### config.mk
export PLATFORM = sky130hd
export DESIGN_NAME = stream_demux_1ton
export DESIGN_NICKNAME = d
export VERILOG_FILES = /design/src/rtl/stream_demux_pkg.sv /design/src/rtl/stream_demux_slot.sv /design/src/rtl/stream_demux_1ton.sv
export SDC_FILE = /design/constraint.sdc
export NUM_CORES = 1
export LEC_CHECK = 0
export ABC_CLOCK_PERIOD_IN_PS = 7000
export CELL_PAD_IN_SITES_DETAIL_PLACEMENT = 0
export CELL_PAD_IN_SITES_GLOBAL_PLACEMENT = 1
export CORE_MARGIN = 2
export CORE_UTILIZATION = 37
export CTS_CLUSTER_SIZE = 16
export DETAILED_ROUTE_END_ITERATION = 16
export GPL_TIMING_DRIVEN = 0
export PLACE_DENSITY_LB_ADDON = 0.25
export SYNTH_ARGS = -nofsm -noshare
export SYNTH_HDL_FRONTEND = slang
export SYNTH_HIERARCHICAL = 1
export SYNTH_SLANG_ARGS = --single-unit
export TNS_END_PERCENT = 20
### constraint.sdc
create_clock -name clk -period 7 [get_ports clk]
set_clock_uncertainty 0.05 [all_clocks]
set_input_delay 1.4 -clock clk [delete_from_list [all_inputs] [get_ports clk]]
set_output_delay 1.4 -clock clk [all_outputs]
set_load 0.005 [all_outputs]
### src/rtl/stream_demux_pkg.sv
// ----------------------------------------------------------------------------
// stream_demux_pkg
//   Shared definitions for the registered 1-to-N stream demultiplexer:
//   default widths, the legal channel-count range, the classification of an
//   input beat, and the saturating increment used by the beat/drop counters.
//   No ports; imported by stream_demux_slot and stream_demux_1ton.
// ----------------------------------------------------------------------------
package stream_demux_pkg;

  // Default geometry of the demux.
  localparam int DEFAULT_DATA_W = 8;
  localparam int DEFAULT_NUM_CH = 8;
  localparam int DEFAULT_SEL_W  = 3;
  localparam int DEFAULT_CNT_W  = 16;

  // Legal channel-count range, checked when the top level elaborates.
  localparam int NUM_CH_MIN = 2;
  localparam int NUM_CH_MAX = 16;

  // The saturating increment works on a 32-bit carrier, so counters wider
  // than this are rejected at elaboration.
  localparam int CNT_W_MAX = 32;

  // What happens to the beat presented on the input this cycle.
  typedef enum logic [1:0] {
    BEAT_NONE  = 2'd0,
    BEAT_ROUTE = 2'd1,
    BEAT_DROP  = 2'd2
  } beat_kind_e;

  // Add one to a counter of 'width' bits, sticking at the all-ones value.
  // The limit is built one bit wider than the carrier so width == 32 works.
  function automatic logic [31:0] sat_inc(input logic [31:0] value,
                                          input int unsigned width);
    logic [32:0] maxVal;
    maxVal = (33'd1 << width) - 33'd1;
    if ({1'b0, value} >= maxVal) begin
      return value;
    end
    return value + 32'd1;
  endfunction

endpackage

### src/rtl/stream_demux_slot.sv
// ----------------------------------------------------------------------------
// stream_demux_slot
//   One-entry output register for a single demux channel. A beat is loaded
//   when the top level routes an accepted beat here; the entry is released
//   when the downstream consumer is ready. Load wins over drain, so a channel
//   can take a new beat in the same cycle its old one leaves, sustaining one
//   beat per cycle. The payload is not cleared on drain.
//
//   Ports
//     clk      in   rising-edge clock
//     rst      in   synchronous, active-high reset
//     i_load   in   capture i_data this edge
//     i_data   in   payload to capture
//     i_ready  in   downstream consumer ready for this channel
//     o_valid  out  entry holds a beat
//     o_data   out  held payload
// ----------------------------------------------------------------------------
module stream_demux_slot
  import stream_demux_pkg::*;
#(
  parameter int DATA_W = DEFAULT_DATA_W
) (
  input  logic              clk,
  input  logic              rst,
  input  logic              i_load,
  input  logic [DATA_W-1:0] i_data,
  input  logic              i_ready,
  output logic              o_valid,
  output logic [DATA_W-1:0] o_data
);

  logic              r_valid;
  logic [DATA_W-1:0] r_data;

  // Entry register: reset empties it and zeroes the payload. A load always
  // takes precedence; otherwise a ready consumer empties the entry while the
  // payload keeps its last value. With neither, the beat is held stable.
  always_ff @(posedge clk) begin
    if (rst) begin
      r_valid <= 1'b0;
      r_data  <= '0;
    end else if (i_load) begin
      r_valid <= 1'b1;
      r_data  <= i_data;
    end else if (i_ready) begin
      r_valid <= 1'b0;
    end
  end

  assign o_valid = r_valid;
  assign o_data  = r_data;

endmodule

### src/rtl/stream_demux_1ton.sv
// ----------------------------------------------------------------------------
// stream_demux_1ton
//   Registered 1-to-N streaming demultiplexer. Each input beat carries a
//   channel select; beats for an existing channel go into that channel's
//   one-entry register, beats whose select is past the last channel are
//   accepted and discarded. A stalled channel only back-pressures beats that
//   target it. Saturating counters report delivered and dropped beats.
//
//   Ports
//     clk        in   rising-edge clock
//     rst        in   synchronous, active-high reset
//     in_valid   in   producer beat valid
//     in_ready   out  beat is accepted this cycle (combinational)
//     in_data    in   beat payload
//     in_sel     in   destination channel index
//     out_valid  out  per-channel beat valid
//     out_ready  in   per-channel consumer ready
//     out_data   out  channel k payload at [k*DATA_W +: DATA_W]
//     beat_cnt   out  beats delivered into channel registers, saturating
//     drop_cnt   out  beats dropped for an out-of-range select, saturating
// ----------------------------------------------------------------------------
module stream_demux_1ton
  import stream_demux_pkg::*;
#(
  parameter int DATA_W = DEFAULT_DATA_W,
  parameter int NUM_CH = DEFAULT_NUM_CH,
  parameter int SEL_W  = DEFAULT_SEL_W,
  parameter int CNT_W  = DEFAULT_CNT_W
) (
  input  logic                     clk,
  input  logic                     rst,
  input  logic                     in_valid,
  output logic                     in_ready,
  input  logic [DATA_W-1:0]        in_data,
  input  logic [SEL_W-1:0]         in_sel,
  output logic [NUM_CH-1:0]        out_valid,
  input  logic [NUM_CH-1:0]        out_ready,
  output logic [NUM_CH*DATA_W-1:0] out_data,
  output logic [CNT_W-1:0]         beat_cnt,
  output logic [CNT_W-1:0]         drop_cnt
);

  // Reject geometries the datapath was not built for, before anything is
  // synthesised from them.
  if (NUM_CH < NUM_CH_MIN || NUM_CH > NUM_CH_MAX) begin : g_badNumCh
    $error("stream_demux_1ton: NUM_CH=%0d outside %0d..%0d",
           NUM_CH, NUM_CH_MIN, NUM_CH_MAX);
  end
  if (SEL_W != $clog2(NUM_CH)) begin : g_badSelW
    $error("stream_demux_1ton: SEL_W=%0d but $clog2(NUM_CH)=%0d",
           SEL_W, $clog2(NUM_CH));
  end
  if (CNT_W < 1 || CNT_W > CNT_W_MAX) begin : g_badCntW
    $error("stream_demux_1ton: CNT_W=%0d outside 1..%0d", CNT_W, CNT_W_MAX);
  end

  // Channel count widened by one bit so the range compare is exact even when
  // NUM_CH is a power of two and every select value is legal.
  localparam logic [SEL_W:0] NUM_CH_EXT = (SEL_W + 1)'(NUM_CH);

  logic [NUM_CH-1:0] w_selOneHot;
  logic [NUM_CH-1:0] w_chanFree;
  logic [NUM_CH-1:0] w_outValid;
  logic [NUM_CH-1:0] w_load;
  logic              w_selInRange;
  logic              w_inReady;
  logic              w_accept;
  beat_kind_e        w_beatKind;
  logic [CNT_W-1:0]  r_beatCnt;
  logic [CNT_W-1:0]  r_dropCnt;

  // Decode the select into a one-hot channel mask. Selects past the last
  // channel decode to all zeros, so they never touch a channel register and
  // the out_valid vector is never indexed out of range.
  always_comb begin
    w_selOneHot = '0;
    for (int k = 0; k < NUM_CH; k++) begin
      w_selOneHot[k] = (in_sel == SEL_W'(k));
    end
  end

  assign w_selInRange = ({1'b0, in_sel} < NUM_CH_EXT);

  // A channel can take a beat when its entry is empty or is being drained by
  // its consumer on this same edge.
  assign w_chanFree = ~w_outValid | out_ready;

  // Input ready looks only at the select and the target channel, never at
  // in_valid, so a producer may legally wait for ready before asserting
  // valid. Out-of-range beats are always taken so they can be counted and
  // discarded instead of wedging the input.
  always_comb begin
    w_inReady = 1'b0;
    if (rst) begin
      w_inReady = 1'b0;
    end else if (!w_selInRange) begin
      w_inReady = 1'b1;
    end else begin
      w_inReady = |(w_chanFree & w_selOneHot);
    end
  end

  assign in_ready = w_inReady;
  assign w_accept = in_valid & w_inReady;

  // Classify the transferring beat and steer its load strobe to the one
  // selected channel.
  always_comb begin
    w_beatKind = BEAT_NONE;
    w_load     = '0;
    if (w_accept) begin
      if (w_selInRange) begin
        w_beatKind = BEAT_ROUTE;
        w_load     = w_selOneHot;
      end else begin
        w_beatKind = BEAT_DROP;
      end
    end
  end

  // One entry register per channel; each drains on its own consumer ready,
  // independent of what the input is doing.
  for (genvar k = 0; k < NUM_CH; k++) begin : g_slot
    stream_demux_slot #(
      .DATA_W (DATA_W)
    ) u_slot (
      .clk     (clk),
      .rst     (rst),
      .i_load  (w_load[k]),
      .i_data  (in_data),
      .i_ready (out_ready[k]),
      .o_valid (w_outValid[k]),
      .o_data  (out_data[k*DATA_W +: DATA_W])
    );
  end

  assign out_valid = w_outValid;

  // Delivered and dropped beat counters. Both stick at all-ones rather than
  // wrapping, so a long-running system never reports a misleadingly small
  // count.
  always_ff @(posedge clk) begin
    if (rst) begin
      r_beatCnt <= '0;
      r_dropCnt <= '0;
    end else begin
      case (w_beatKind)
        BEAT_ROUTE: r_beatCnt <= CNT_W'(sat_inc(32'(r_beatCnt), CNT_W));
        BEAT_DROP:  r_dropCnt <= CNT_W'(sat_inc(32'(r_dropCnt), CNT_W));
        default: ;
      endcase
    end
  end

  assign beat_cnt = r_beatCnt;
  assign drop_cnt = r_dropCnt;

endmodule

==> impl_metrics.py, run 1 <==
metrics = {
    "synthesis": {
        "synth_cell_types": 41,
        "synth_area_leaders": "dfxtp_1, mux2i_1, nor2_1",
        "async_flop_share": 0,
        "synth_top_flop_cell": "dfxtp_1",
        "yosysMostFrequentCell": "dfxtp_1",
        "yosysSeqAreaShare": 0.4606,
        "synth_top_area_share": 0.4606,
        "syn_area_per_cell_um2": 9.562,
        "synth_warnings": 6,
        "ys_seq_elements": 88,
        "synth_common_cells": "dfxtp_1, nor2_1, mux2i_1, buf_4, inv_1",
        "synthCells": 400,
        "synth.cell_area_um2": 3825,
        "synth-edff-count": 0,
        "synth_top_area_cell": "dfxtp_1",
    },
    "cts": {
        "post-cts-setup-buffer-count": 0,
        "clockBufferDepth": 2,
        "cts_tree": "done",
        "holdBufCountCts": 0,
        "cts_buffers": 9,
        "insertion_delay_ns": 0.35,
        "clock-sinks": 88,
        "clock-root-buffer": "clkbuf_8",
        "htreeDepth": 3,
        "post_cts_resized": 0,
        "clkTransAtPathRegs_ns": 0.09,
    },
    "power": {
        "switching_share": 0.2405,
        "comb_power_share": 0.089,
        "leakagePower_nw": 1.917,
        "max-vdd-ir-drop_mv": 0.1037,
        "p_clk_frac": 0.395,
        "p_per_area_nw_per_um2": 183.8,
        "power_frac_seq": 0.515,
        "internal_power_mw": 0.7496,
        "switchingPower_mw": 0.2373,
    },
    "setup_path": {
        "rrSetupSlack_ns": 4.72,
        "reg2reg_from": "g_slot[5].u_slot/o_valid",
        "crit_chain": "clkdlybuf4s50_1 > nor2b_1 > a22oi_1 > nor2_1 > a211oi_4 > buf_2 > nor2_1 > clkdlybuf4s50_1",
        "path_class": "in2out",
        "crit_path_end_kind": "output port",
        "start_kind": "input port",
        "arrival_ns": 3.66,
        "slowest_delay_ns": 0.55,
        "crit_slowest_cell": "clkdlybuf4s50_1",
        "crit_required_ns": 5.55,
        "r2r_cells": 10,
        "path_max_fanout": 10,
        "r2r-end": "g_slot[6].u_slot/o_data[4]",
    },
    "place": {
        "io_buffers": 110,
        "pre_cts_ws_ns": 1.881,
        "dp_hpwl_um": 7230,
        "gp_congestion": 0.8281,
    },
    "detailed_routing": {
        "routedWlPerCell_um": 14.91,
        "drt_iter0_drc": 97,
        "post-route-drc-count": 0,
        "num_vias": 3182,
        "drtAntennaViolNets": 0,
        "wl_um": 10080,
        "viasPerCell": 4.707,
        "drt_first_pass_iters": 4,
    },
    "floorplan": {
        "die_y_um": 105.7,
        "fp-row-count": 37,
        "pin_count": 127,
        "initial_utilization": 0.3756,
        "core_area_um2": 10180,
        "die_x_um": 105.7,
        "dieArea_um2": 11170,
    },
    "timing": {
        "slew_headroom": 0.6468,
        "tightest_slew_ns": 0.5282,
        "rsz0062_at_grt": "no",
        "finalSetupTns_ns": 0,
        "fin_ws_ns": 1.888,
        "setup_violations": 0,
        "fin_crit_ns": 5.112,
        "drv_slew": 0,
        "clock.fmax_mhz": 195.6,
        "fin_crit_sh": 0.7302,
        "hold_viol": 0,
    },
    "finish": {
        "layout-drive-gt1-share": 0.1056,
        "diodes": 0,
        "final_util": 0.5273,
        "fill_cells": 958,
        "area_growth_pct": 40.40,
        "final_nets": 559,
    },
    "status": {
        "status": "complete, no violations",
    },
    "global_routing": {
        "grt_use_total": 0.1849,
        "antenna_found_initial": 0,
        "grt_pass1_vias": 3137,
        "grt_pass1_wl_um": 16280,
        "grt_max_degree": 16,
        "grt_overflow_total": 0,
    },
    "job": {
        "cap_violations": 0,
    },
    "min_path": {
        "worstHoldStart": "g_slot[3].u_slot/o_valid",
        "hold_class": "reg2reg",
        "min_delay_path_depth": 2,
        "min_to": "g_slot[3].u_slot/o_valid",
    },
}
## worst max-delay path: cells and delay by family
kind	cells	cell delay (ns)
buf+inv	3	1.30
compound gates	2	0.60
simple gates	3	0.35
## cells by family after synthesis
group           count (synthesis)  share of synthesized area
compound gates                 25                    0.04285
fa+ha+maj                       1                   0.003271
buf+inv                        56                    0.09421
flops                          88                     0.4606
mux                            74                     0.1969
other cells                     1                  0.0009804
simple gates                  155                     0.2012
## cell type report
| class | instances | area, µm² | share of cell area |
|---|---|---|---|
| timing repair buffer | 110 | 1101 | 0.2050 |
| inverter | 16 | 60.06 | 0.01118 |
| buffer | 40 | 300.3 | 0.05592 |
| clock inverter | 6 | 93.84 | 0.01747 |
| tap | 136 | 170.2 | 0.03169 |
| clock buffer | 9 | 123.9 | 0.02307 |
| sequential | 88 | 1762 | 0.3281 |
| multi-input combinational | 271 | 1759 | 0.3276 |
## per-stage QoR
| stage | hold WS, ns | power [mW] | instance area [µm²] | cells |
|---|---|---|---|---|
| after floorplan | 0.4240 | 0.5658 | 3881 | 415 |
| after global placement | 0.4232 | 0.6078 | 5152 | 661 |
| after detailed placement | 0.4287 | 0.6088 | 5152 | 661 |
| after CTS | 0.4444 | 0.9988 | 5370 | 676 |
| after global routing | 0.4767 | 1.029 | 5370 | 676 |
| final | 0.4402 | 0.9869 | 5370 | 676 |
## layout by cell type, fill, tap and decap left out, types with 11 or more instances in the layout
cell,netlist,final
dfxtp_1,88,88
mux2i_1,64,64
nor2b_1,12,12
a21oi_1,12,12
conb_1,1,16
nand2b_1,11,11
buf_4,19,19
clkdlybuf4s50_1,0,110
inv_1,16,16
nor2_1,80,80
## how the worst max path moves through the flow
| stage | from | to | slack (ns) | cells after the start |
|---|---|---|---|---|
| 2_1_floorplan | in_sel[0] | in_ready | 3.12 | 6 |
| 3_3_place_gp | in_sel[2] | in_ready | 1.87 | 8 |
| 3_5_place_dp | in_sel[2] | in_ready | 1.88 | 8 |
| 4_1_cts | in_sel[2] | in_ready | 1.86 | 8 |
| 5_1_grt | in_sel[2] | in_ready | 1.72 | 8 |
| 6_report | in_sel[2] | in_ready | 1.89 | 8 |
## registers in the layout, summed over array words and instances, names as in the netlist
name                   flops
beat_cnt                  16
g_slot.u_slot/o_data      64
g_slot.u_slot/o_valid      8
## routing by layer
metal  global-route usage  wire length, µm  vias up
met3              0.06741              654       13
met2               0.3023             4761       90
met1               0.2251             4468     1492
met5                    0                0        -
li1                     -                -     1587
met4              0.06203              198        0
## power by group through the flow
stage / Sequential (mW) / Clock [mW] / Combinational, mW
after detailed placement: 0.520 / 0 / 0.0884
after global placement: 0.520 / 0 / 0.0877
after global routing: 0.510 / 0.423 / 0.0964
after CTS: 0.509 / 0.401 / 0.0886
after floorplan: 0.520 / 0 / 0.0454
final: 0.509 / 0.390 / 0.0882
Power figures use the tool's default switching activity.
==> run 2, diff against run 1 <==
--- a/config.mk
+++ b/config.mk
@@ -5,11 +5,11 @@
 export SDC_FILE = /design/constraint.sdc
 export NUM_CORES = 1
 export LEC_CHECK = 0
-export ABC_CLOCK_PERIOD_IN_PS = 7000
+export ABC_CLOCK_PERIOD_IN_PS = 4800
 export CELL_PAD_IN_SITES_DETAIL_PLACEMENT = 0
 export CELL_PAD_IN_SITES_GLOBAL_PLACEMENT = 1
 export CORE_MARGIN = 2
-export CORE_UTILIZATION = 37
+export CORE_UTILIZATION = 34
 export CTS_CLUSTER_SIZE = 16
 export DETAILED_ROUTE_END_ITERATION = 16
 export GPL_TIMING_DRIVEN = 0
==> constraint.sdc (replaced) <==
create_clock -name clk -period 4.8 [get_ports clk]
set_clock_uncertainty 0.05 [all_clocks]
set_input_delay 0.96 -clock clk [delete_from_list [all_inputs] [get_ports clk]]
set_output_delay 0.96 -clock clk [all_outputs]
set_load 0.005 [all_outputs]
==> impl_metrics.py, run 2 (synthesis results as in run 1) <==
metrics = {
    "timing": {
        "fin_crit_sh": 0.8927,
        "hold_viol": 0,
        "fin_crit_ns": 4.285,
        "tightest_slew_ns": 0.5416,
        "finalSetupTns_ns": 0,
        "drv_slew": 0,
        "setup_violations": 0,
        "rsz0062_at_grt": "no",
        "clock.fmax_mhz": 233.4,
        "slew_headroom": 0.6389,
    },
    "power": {
        "switchingPower_mw": 0.3536,
        "power_frac_seq": 0.551,
        "leakagePower_nw": 1.891,
        "comb_power_share": 0.096,
        "p_clk_frac": 0.353,
        "max-vdd-ir-drop_mv": 0.1405,
        "switching_share": 0.2629,
        "internal_power_mw": 0.9914,
        "p_per_area_nw_per_um2": 252.2,
    },
    "cts": {
        "post-cts-setup-buffer-count": 0,
        "clkTransAtPathRegs_ns": 0.09,
        "clockBufferDepth": 2,
        "holdBufCountCts": 0,
        "cts_tree": "done",
        "cts_buffers": 9,
        "post_cts_resized": 0,
        "clock-sinks": 88,
        "htreeDepth": 3,
        "insertion_delay_ns": 0.36,
        "clock-root-buffer": "clkbuf_8",
    },
    "job": {
        "cap_violations": 0,
    },
    "floorplan": {
        "dieArea_um2": 12110,
        "die_x_um": 110.1,
        "initial_utilization": 0.3513,
        "die_y_um": 110.1,
        "core_area_um2": 10890,
        "fp-row-count": 38,
        "pin_count": 127,
    },
    "detailed_routing": {
        "wl_um": 10020,
        "routedWlPerCell_um": 14.74,
        "num_vias": 3149,
        "drt_first_pass_iters": 5,
        "viasPerCell": 4.631,
        "post-route-drc-count": 0,
        "drt_iter0_drc": 110,
        "drtAntennaViolNets": 0,
    },
    "setup_path": {
        "crit_path_end_kind": "output port",
        "crit_chain": "clkdlybuf4s50_1 > nor2b_1 > a22oi_1 > nor2_1 > a211oi_4 > buf_2 > nor2_1 > clkdlybuf4s50_1",
        "slowest_delay_ns": 0.57,
        "path_class": "in2out",
        "critPathBufInv": 3,
        "crit_slowest_cell": "clkdlybuf4s50_1",
        "path_delay_family": "buffers and inverters",
        "arrival_ns": 3.27,
        "path_max_fanout": 10,
        "crit_required_ns": 3.79,
        "start_kind": "input port",
    },
    "place": {
        "dp_hpwl_um": 7399,
        "gp_congestion": 0.8201,
        "dp.cells": 665,
        "io_buffers": 110,
        "postPlaceCellArea_um2": 5157,
    },
    "finish": {
        "final_nets": 559,
        "largest_reg_flops": 64,
        "final_common_cell": "clkdlybuf4s50_1",
        "layout-drive-gt1-share": 0.1056,
        "finish.instance_area_um2": 5333,
        "area_growth_pct": 39.42,
        "stdcell_count": 680,
        "diodes": 0,
        "layout_common_cells": "clkdlybuf4s50_1, dfxtp_1, nor2_1",
    },
    "global_routing": {
        "grt_use_total": 0.1721,
        "grt_pass1_wl_um": 15810,
        "antenna_found_initial": 0,
        "grt_max_degree": 17,
        "grt_pass1_vias": 3130,
        "grt_overflow_total": 0,
    },
    "min_path": {
        "hold_class": "reg2reg",
    },
    "status": {
        "status": "complete, no violations",
    },
}
-- run 2: cell count changes in the layout (fill, tap and decap cells not counted) --
cell	before	now
bufinv_16	2	0
clkinv_4	2	0
clkinvlp_4	1	3
inv_6	1	2
inv_8	0	1
-- run 2: metal layers --
metal | global-route usage | wire [µm]
met1 | 0.2124 | 4408
met2 | 0.2774 | 4681
met3 | 0.06526 | 817
met4 | 0.05425 | 112
met5 | 0 | 0
-- run 2: final cells by class --
type | count | area [µm²]
fillers | 1067 | 5555
flip-flops and latches | 88 | 1762
multi-input cells | 271 | 1759
repair buffers | 110 | 1101
plain buffers | 40 | 300.3
well taps | 140 | 175.2
clock buffers | 9 | 123.9
inverters | 16 | 60.06
clock inverters | 6 | 51.30
-- run 2: power groups by stage --
stage	Sequential, mW	Clock (mW)	Combinational, mW
3_3_place_gp	0.759	0	0.129
2_1_floorplan	0.759	0	0.0662
5_1_grt	0.743	0.519	0.142
4_1_cts	0.742	0.492	0.130
6_report	0.742	0.474	0.129
3_5_place_dp	0.759	0	0.130
-- run 2: final timing paths --
| path | from | slack [ns] | end | depth (start not counted) |
|---|---|---|---|---|
| max | in_sel[2] | 0.52 | in_ready | 8 |
| min | g_slot[3].u_slot/o_valid | 0.44 | g_slot[3].u_slot/o_valid | 2 |
| max reg2reg | g_slot[5].u_slot/o_valid | 2.53 | g_slot[4].u_slot/o_data[7] | 10 |
| min reg2reg | g_slot[3].u_slot/o_valid | 0.44 | g_slot[3].u_slot/o_valid | 2 |
-- run 2: worst min-delay path, delay by kind of cell (launching register included) --
| family | cells | cell delay [ns] |
|---|---|---|
| AOI/OAI and AO/OA | 1 | 0.06 |
| DFF | 1 | 0.33 |
| and+or+nand+nor | 1 | 0.07 |
-- run 2: through the flow --
step / setup slack (ns) / utilization / hold WS (ns) / total power, mW
after floorplan: 1.803 / - / 0.4240 / 0.8251
after global placement: 0.4947 / 0.4737 / 0.4240 / 0.8874
after detailed placement: 0.4766 / 0.4737 / 0.4310 / 0.8886
after CTS: 0.4721 / 0.4898 / 0.4490 / 1.364
after global routing: 0.3575 / 0.4898 / 0.4809 / 1.404
final: 0.5151 / 0.4898 / 0.4431 / 1.345
